**config.mk**
```make
export PLATFORM = sky130hd
export DESIGN_NAME = mem_access_unit
export DESIGN_NICKNAME = d
export VERILOG_FILES = /design/src/rtl/cpu_pkg.sv /design/src/rtl/load_store_align.sv /design/src/rtl/mem_access_unit.sv
export SDC_FILE = /design/constraint.sdc
export NUM_CORES = 1
export LEC_CHECK = 0
export CAP_MARGIN = 20
export CORE_MARGIN = 2
export CORE_UTILIZATION = 29
export CTS_CLUSTER_SIZE = 24
export DETAILED_ROUTE_END_ITERATION = 8
export GPL_ROUTABILITY_DRIVEN = 0
export MAX_ROUTING_LAYER = met4
export PLACE_DENSITY = 0.61
export SKIP_CTS_REPAIR_TIMING = 1
export SLEW_MARGIN = 0
export SYNTH_ARGS = -nofsm -noshare
export SYNTH_HDL_FRONTEND = slang
export SYNTH_SLANG_ARGS = --single-unit
```
**constraint.sdc**
```tcl
create_clock -name clock -period 2.4 [get_ports clock]
set_input_delay 0.48 -clock clock [delete_from_list [all_inputs] [get_ports clock]]
set_output_delay 0.48 -clock clock [all_outputs]
set_load 0.02 [all_outputs]
```
**src/rtl/cpu_pkg.sv**
```systemverilog
// Shared pipeline types for the EX/MEM -> MEM/WB boundary and RV32 load/store funct3 codes.
package cpu_pkg;

  typedef struct packed {
    logic [31:0] alu_result;
    logic [31:0] rs2_data;
    logic [4:0]  rd;
    logic [2:0]  funct3;
  } ex_mem_data_t;

  typedef struct packed {
    logic mem_read;
    logic mem_write;
    logic reg_write;
    logic mem_to_reg;
  } ex_mem_control_t;

  typedef struct packed {
    logic [31:0] alu_result;
    logic [31:0] mem_rdata;
    logic [4:0]  rd;
  } mem_wb_data_t;

  typedef struct packed {
    logic reg_write;
    logic mem_to_reg;
  } mem_wb_control_t;

  localparam logic [2:0] F3_LB  = 3'b000;
  localparam logic [2:0] F3_LH  = 3'b001;
  localparam logic [2:0] F3_LW  = 3'b010;
  localparam logic [2:0] F3_LBU = 3'b100;
  localparam logic [2:0] F3_LHU = 3'b101;
  localparam logic [2:0] F3_SB  = 3'b000;
  localparam logic [2:0] F3_SH  = 3'b001;
  localparam logic [2:0] F3_SW  = 3'b010;

  typedef enum logic [0:0] {
    ST_IDLE = 1'b0,
    ST_BUSY = 1'b1
  } mau_state_t;

  // Access size comes from funct3[1:0]; anything wider than a half is treated as a word.
  function automatic logic is_misaligned(input logic [2:0] funct3, input logic [1:0] addr_lo);
    logic bad;
    case (funct3[1:0])
      2'b00:   bad = 1'b0;
      2'b01:   bad = addr_lo[0];
      default: bad = (addr_lo != 2'b00);
    endcase
    return bad;
  endfunction

endpackage

```
**src/rtl/load_store_align.sv**
```systemverilog
// Byte-lane placement and strobes for stores, lane selection and extension for loads.
module load_store_align
  import cpu_pkg::*;
(
  input  logic [2:0]  funct3,
  input  logic [1:0]  addr_lo,
  input  logic [31:0] store_data,
  input  logic [31:0] load_word,
  output logic [31:0] wdata,
  output logic [3:0]  wstrb,
  output logic [31:0] load_data
);

  logic [7:0]  byte_s;
  logic [15:0] half_s;

  // Pick the addressed byte and half out of the returned bus word.
  always_comb begin
    byte_s = 8'h00;
    half_s = addr_lo[1] ? load_word[31:16] : load_word[15:0];
    case (addr_lo)
      2'b00:   byte_s = load_word[7:0];
      2'b01:   byte_s = load_word[15:8];
      2'b10:   byte_s = load_word[23:16];
      default: byte_s = load_word[31:24];
    endcase
  end

  // Store lanes are replicated so the strobes alone decide what lands in memory.
  always_comb begin
    wdata = 32'h0000_0000;
    wstrb = 4'b0000;
    case (funct3[1:0])
      2'b00: begin
        wdata = {4{store_data[7:0]}};
        wstrb = 4'b0001 << addr_lo;
      end
      2'b01: begin
        wdata = {2{store_data[15:0]}};
        wstrb = 4'b0011 << addr_lo;
      end
      default: begin
        wdata = store_data;
        wstrb = 4'b1111;
      end
    endcase
  end

  // Sign- or zero-extend the selected lane into a full register value.
  always_comb begin
    load_data = load_word;
    case (funct3)
      F3_LB:   load_data = {{24{byte_s[7]}}, byte_s};
      F3_LH:   load_data = {{16{half_s[15]}}, half_s};
      F3_LW:   load_data = load_word;
      F3_LBU:  load_data = {24'h00_0000, byte_s};
      F3_LHU:  load_data = {16'h0000, half_s};
      default: load_data = load_word;
    endcase
  end

endmodule

```
**src/rtl/mem_access_unit.sv**
```systemverilog
// MEM stage: passes non-memory ops straight through and runs one stalled bus transaction per load/store.
module mem_access_unit
  import cpu_pkg::*;
#(
  parameter int unsigned TIMEOUT_CYCLES = 255
) (
  input  logic            clock,
  input  logic            reset,
  input  logic            ex_valid,
  input  ex_mem_data_t    ex_data,
  input  ex_mem_control_t ex_control,
  output mem_wb_data_t    wb_data,
  output mem_wb_control_t wb_control,
  output logic            stall,
  output logic            bus_req,
  output logic            bus_we,
  output logic [31:0]     bus_addr,
  output logic [31:0]     bus_wdata,
  output logic [3:0]      bus_wstrb,
  input  logic [31:0]     bus_rdata,
  input  logic            bus_ack,
  output logic            misalign_err,
  output logic            bus_err
);

  localparam logic [7:0] TIMEOUT_LAST_C = 8'(TIMEOUT_CYCLES - 32'd1);

  mau_state_t  state_r;
  logic [7:0]  count_r;
  logic [31:0] alu_r;
  logic [4:0]  rd_r;
  logic [2:0]  funct3_r;
  logic        reg_write_r;
  logic        mem_to_reg_r;
  logic        is_load_r;

  logic        mem_op_s;
  logic        misaligned_s;
  logic        last_wait_s;
  logic [2:0]  funct3_sel_s;
  logic [1:0]  addr_lo_sel_s;
  logic [31:0] wdata_s;
  logic [3:0]  wstrb_s;
  logic [31:0] load_data_s;

  assign mem_op_s     = ex_valid & (ex_control.mem_read | ex_control.mem_write);
  assign misaligned_s = mem_op_s & is_misaligned(ex_data.funct3, ex_data.alu_result[1:0]);
  assign last_wait_s  = (count_r == TIMEOUT_LAST_C);

  // Stores are shaped from the live EX payload at issue; loads are extended from the latched op.
  assign funct3_sel_s  = (state_r == ST_BUSY) ? funct3_r : ex_data.funct3;
  assign addr_lo_sel_s = (state_r == ST_BUSY) ? alu_r[1:0] : ex_data.alu_result[1:0];

  load_store_align u_align (
    .funct3     (funct3_sel_s),
    .addr_lo    (addr_lo_sel_s),
    .store_data (ex_data.rs2_data),
    .load_word  (bus_rdata),
    .wdata      (wdata_s),
    .wstrb      (wstrb_s),
    .load_data  (load_data_s)
  );

  // Transaction FSM: latch the op and drive the bus until ack or timeout.
  always_ff @(posedge clock) begin
    if (!reset) begin
      state_r      <= ST_IDLE;
      count_r      <= 8'h00;
      bus_req      <= 1'b0;
      bus_we       <= 1'b0;
      bus_addr     <= 32'h0000_0000;
      bus_wdata    <= 32'h0000_0000;
      bus_wstrb    <= 4'b0000;
      alu_r        <= 32'h0000_0000;
      rd_r         <= 5'd0;
      funct3_r     <= 3'b000;
      reg_write_r  <= 1'b0;
      mem_to_reg_r <= 1'b0;
      is_load_r    <= 1'b0;
    end else begin
      case (state_r)
        ST_IDLE: begin
          if (mem_op_s && !misaligned_s) begin
            state_r      <= ST_BUSY;
            count_r      <= 8'h00;
            bus_req      <= 1'b1;
            bus_we       <= ex_control.mem_write;
            bus_addr     <= {ex_data.alu_result[31:2], 2'b00};
            bus_wdata    <= ex_control.mem_write ? wdata_s : 32'h0000_0000;
            bus_wstrb    <= ex_control.mem_write ? wstrb_s : 4'b0000;
            alu_r        <= ex_data.alu_result;
            rd_r         <= ex_data.rd;
            funct3_r     <= ex_data.funct3;
            reg_write_r  <= ex_control.reg_write;
            mem_to_reg_r <= ex_control.mem_to_reg;
            is_load_r    <= ~ex_control.mem_write;
          end else begin
            state_r <= ST_IDLE;
          end
        end
        ST_BUSY: begin
          if (bus_ack || last_wait_s) begin
            state_r <= ST_IDLE;
            count_r <= 8'h00;
            bus_req <= 1'b0;
            bus_we  <= 1'b0;
          end else begin
            count_r <= count_r + 8'd1;
          end
        end
        default: state_r <= ST_IDLE;
      endcase
    end
  end

  // Writeback view, stall and error pulses; ack takes priority over the final timeout cycle.
  always_comb begin
    wb_data      = '0;
    wb_control   = '0;
    stall        = 1'b0;
    misalign_err = 1'b0;
    bus_err      = 1'b0;
    if (!reset) begin
      stall = 1'b0;
    end else if (state_r == ST_BUSY) begin
      wb_data.alu_result = alu_r;
      wb_data.rd         = rd_r;
      if (bus_ack) begin
        wb_data.mem_rdata     = is_load_r ? load_data_s : 32'h0000_0000;
        wb_control.reg_write  = reg_write_r & is_load_r;
        wb_control.mem_to_reg = mem_to_reg_r & is_load_r;
      end else if (last_wait_s) begin
        bus_err = 1'b1;
      end else begin
        stall = 1'b1;
      end
    end else begin
      wb_data.alu_result = ex_data.alu_result;
      wb_data.rd         = ex_data.rd;
      if (misaligned_s) begin
        misalign_err = 1'b1;
      end else if (mem_op_s) begin
        stall = 1'b1;
      end else begin
        wb_control.reg_write  = ex_valid & ex_control.reg_write;
        wb_control.mem_to_reg = ex_valid & ex_control.mem_to_reg;
      end
    end
  end

endmodule

```
After elaboration in Yosys (flattened, before gate mapping)

Cells that the tools add are included.

Equal/unequal tests: 10
Shifts and indexed selects: 2
Bitwise gates (word level): 9
Reduce and logical (&&, ||, !) cells: 10
Add/sub/neg operators: 1
Muxes and demuxes: 45

Operators by type and width:

| kind                | count |
|---|---|
| $mux 32             | 5 |
| $pmux 32 s4         | 1 |
| $mux 69             | 1 |
| $pmux 32 s2         | 1 |
| $pmux 8 s3          | 1 |
| $mux 1              | 18 |
| $mux 16             | 1 |
| $mux 8              | 2 |
| $pmux 8 s2          | 1 |
| $mux 2              | 6 |
| $add 8x1->8 const B | 1 |
| $eq 8x8->1 const B  | 1 |
| $pmux 1 s2          | 4 |
| $pmux 4 s2          | 1 |
| $and 1x1->1         | 6 |
| $eq 2x1->1 const B  | 3 |
| $eq 3x3->1 const B  | 2 |
| $logic_not 2->1     | 3 |
| $mux 5              | 1 |
| $mux 4              | 1 |
| $reduce_and 2->1    | 2 |
| $shl 1x2->4 const A | 1 |
| $shl 2x2->4 const A | 1 |
| $eq 3x1->1 const B  | 1 |
| 11 further kinds    | 12 |

Word-level logic and storage cells: 90
Bits in registers: 120
Input port bits: 112
Output and inout port bits: 144

Longest topological paths before layout

Depth in word-level cells: 8
Mapped depth: 7
Mapped depth without buffers: 6

Hierarchy

Synthesis repeated with hierarchy kept, for this count alone.

Cells, all modules: 759
Area total of the unflattened synthesis: 5930.7 µm²

Modules (own cells, without submodules):

| module           | instances | cells each | area each (µm²) | seq. area each (µm²) |
|---|---|---|---|---|
| mem_access_unit  | 1         | 587        | 4823.4          | 1801.7 |
| load_store_align | 1         | 172        | 1107.3          | 0.0 |

Worst setup path before layout

OpenSTA, ideal clock, no wires.

Path kind: register -> output
Start: register state_r
End: output wb_data[34] in the netlist's numbering
Required time: 1920 ps
Stages on the path, launching flop included: 7
Path buffers: 2
Data arrival time: 1795 ps
Setup slack: 125 ps
Cell sequence: dfxtp_1 buf_6 mux2i_4 mux4_2 a31oi_4 buf_6 a21oi_1

RTL lines:

| item                     | line                  | text |
|---|---|---|
| start: declaration       | mem_access_unit.sv:28 | `mau_state_t state_r;` |
| start signal: assignment | mem_access_unit.sv:67 | `state_r <= ST_IDLE;` |
| start signal: assignment | mem_access_unit.sv:84 | `state_r <= ST_BUSY;` |
| start signal: assignment | mem_access_unit.sv:98 | `state_r <= ST_IDLE;` |
| end: declaration         | mem_access_unit.sv:12 | `output mem_wb_data_t wb_data,` |

==> reports/results.ini <==
[status]
run_status = finished with violations
failed_checks = setup timing

[drt]
drt_first_iter_violations = 220
postRouteAntennaNets = 0
post_drt_wl_per_cell_um = 16.7
detail_route.first_pass.iterations = 4
routed_wl_um = 19600
drcViolationCount = 0
via_count = 5881
avgViaCountPerCell = 5.01

[grt]
grt_pass1_vias = 5505
initial_antenna_violation_count = 1
largest_net_degree_at_the_start_of_global_routing = 42
globalRouteOverflowTotal = 0
global_route.usage.total = 0.199
grt_pass1_wl_um = 29900

[layout]
area_delta_synth_final_pct = 66.1
drive_above_1_share = 0.183
final_nets = 1054
fin_area_um2 = 8740

[timing]
final.setup.tns_ns = -8.59
hold_viol_final = 0
worst_clock_skew_ns = 0.00901
timing.final.crit_share = 1.14
max_clock_freq_mhz = 366
slew_violations = 0
hold-worst-slack_ns = 0.450
rsz0062_at_grt = true
timing.slew.headroom = 0.536
timing_worst_slew_pin_value_ns = 0.694
setup_violations = 32
postLayoutSetupSlackWorst_ns = -0.333
finalCriticalPeriod_ns = 2.73

[hold_path]
hold-path-cell-count = 2
hold_path_class = flip-flop to flip-flop
min-delay-start = bus_wdata[18]
min_to = bus_wdata[18]

[synthesis]
syn-mean-instance-area_um2 = 7.70
yosys_most_used_dff = sky130_fd_sc_hd__dfxtp_1
synth.area.top_cells = sky130_fd_sc_hd__dfxtp_1, sky130_fd_sc_hd__mux2i_1, sky130_fd_sc_hd__a21oi_1
synthesis.instances = 684
synthArstFlopShare = 0
mappedNetlistArea_um2 = 5260
synth_area_leader_cell = sky130_fd_sc_hd__dfxtp_1
synth_enable_flop_cells = 0
yosys.area.top_type_share = 0.342
post_synthesis_sequential_element_count = 90
synth.yosys.seq_area_share = 0.342
yosysWarnings = 0
count_of_different_cell_masters_after_synthesis = 49

[pwr]
highest_ir_drop_seen_on_vdd_mv = 0.353
leakage_uw = 0.00377
powerDensity_nw_per_um2 = 472
power_uw = 4130

[placed_design]
pre_cts_ws_ns = -0.779
placed_area_um2 = 8280
post-dp-hpwl_um = 14500
io_buffer_count = 253

[clock_network]
cts_made_buffers = 9
ctsHtreeMaxLevel = 3
cts_tree = done
clock-sinks = 90
cts_buffer_depth = 2
root_buffer = sky130_fd_sc_hd__clkbuf_16
clk-insertion-delay-late_ns = 0.35
path_clk_slew_ns = 0.07

[die]
floorplan.initialDensity = 0.294
chipWidth_um = 139
die_height_um = 139
pin_count = 256
std_cell_rows = 49
core-area_um2 = 17900
design.die.area_um2 = 19200

[worst_setup_path]
end_kind = output pin
critical_path_maximum_fanout = 6
critical_path.startpoint_type = flip-flop
reg2reg_from = state_r
ff2ff_path_depth = 7
worst-endpoint-arrival_ns = 2.25
critical_path.reg2reg.endpoint = bus_wdata[28]
worst_ep_required_time_ns = 1.92
reg2reg_slack_ns = 0.31
worstSetupPathType = flip-flop to output pin

[job]
count_of_max_cap_constraint_violations = 0

==> metal layers <==
layer  wire [µm]  up-vias  track usage
met5           0        -            -
met4         322        0       0.0553
met3        1640       31       0.0570
met2        9300      242        0.319
met1        8350     2710        0.246
li1            -     2898            -
==> layout make-up <==
type                       count  area [µm²]
clock buffer                  10         239
tap                          229         287
timing repair buffer         328        3290
fill                        1792        9160
multi-input combinational    507        3060
sequential                    90        1810
inverter                       4        17.5
antenna                        1        2.50
clock inverter                 6        48.8
==> state kept, by name, indices dropped and copies added (netlist names) <==
register      cells
alu_r            32
bus_wdata        32
count_r           8
rd_r              5
bus_wstrb         4
funct3_r          3
bus_req           1
bus_we            1
is_load_r         1
mem_to_reg_r      1
reg_write_r       1
state_r           1
==> cell usage in the layout (no fill, tap or decap), drive strengths merged, types with 3 or more instances in the layout <==
cell             n
mux2            20
o31ai            8
clkbuf          19
dfxtp           90
nand4            3
o21ai           34
and3             3
clkinv           4
nand2          124
inv              6
o211ai           5
o2bb2ai          8
nor2            53
and2             5
nand3           32
a211oi           3
buf            102
o22ai            9
clkdlybuf4s50  175
mux2i           56
o221ai           7
nor3             3
dlymetal6s2s    42
a21oi          107
==> per-stage QoR <==
step	instances	utilization
after floorplan	685	-
after global placement	1152	0.463
after detailed placement	1152	0.463
after CTS	1168	0.479
after global routing	1175	0.488
final	1175	0.488
==> worst max-delay path: stages (launching register included) <==
cell	delay, ns
sky130_fd_sc_hd__dfxtp_4	0.38
sky130_fd_sc_hd__mux2i_4	0.24
sky130_fd_sc_hd__mux4_2	0.56
sky130_fd_sc_hd__a31oi_4	0.20
sky130_fd_sc_hd__buf_12	0.14
sky130_fd_sc_hd__clkbuf_16	0.14
sky130_fd_sc_hd__a21oi_1	0.07
sky130_fd_sc_hd__buf_2	0.17
==> synth_stat cells (3+ instances only) <==
cell type                   count
sky130_fd_sc_hd__and2_1         5
sky130_fd_sc_hd__dfxtp_1       90
sky130_fd_sc_hd__o211ai_1       5
sky130_fd_sc_hd__o31ai_1        8
sky130_fd_sc_hd__nand3_1       31
sky130_fd_sc_hd__o22ai_1        9
sky130_fd_sc_hd__mux2_2        20
sky130_fd_sc_hd__buf_4         33
sky130_fd_sc_hd__nor3_1         3
sky130_fd_sc_hd__nor2_1        52
sky130_fd_sc_hd__nand2_1      123
sky130_fd_sc_hd__nand4_1        3
sky130_fd_sc_hd__o21ai_0       32
sky130_fd_sc_hd__a211oi_1       3
sky130_fd_sc_hd__mux2i_1       55
sky130_fd_sc_hd__o2bb2ai_1      8
sky130_fd_sc_hd__and3_1         3
sky130_fd_sc_hd__clkbuf_1      34
sky130_fd_sc_hd__inv_1          4
sky130_fd_sc_hd__buf_2         13
sky130_fd_sc_hd__buf_6          3
sky130_fd_sc_hd__o221ai_1       7
sky130_fd_sc_hd__a21oi_1      107
==> worst max path at each step <==
stage               cells past startpoint   startpoint           to
finish                                  7      state_r  wb_data[30]
global route                            8      state_r  wb_data[22]
CTS                                     7  ex_data[41]  wb_data[11]
detailed placement                      7  ex_data[41]  wb_data[11]
global placement                        7  ex_data[41]   wb_data[9]
floorplan                               6      state_r  wb_data[34]
==> cells by family (layout without fill, tap and decap cells) <==
group	count (synthesis)	count (layout)	synth area share
compound gates	189	189	0.209
flops	90	90	0.342
mux	77	77	0.156
fa+ha+maj	2	2	0.00475
other cells	1	3	0.000712
simple gates	237	237	0.194
buf+inv	88	348	0.0937
==> power by group <==
group / total, µW / switching (µW) / internal (µW)
logic: 1140 / 562 / 579
registers: 1590 / 37.8 / 1550
clock network: 1400 / 659 / 743
(Power assumes the default switching activity.)
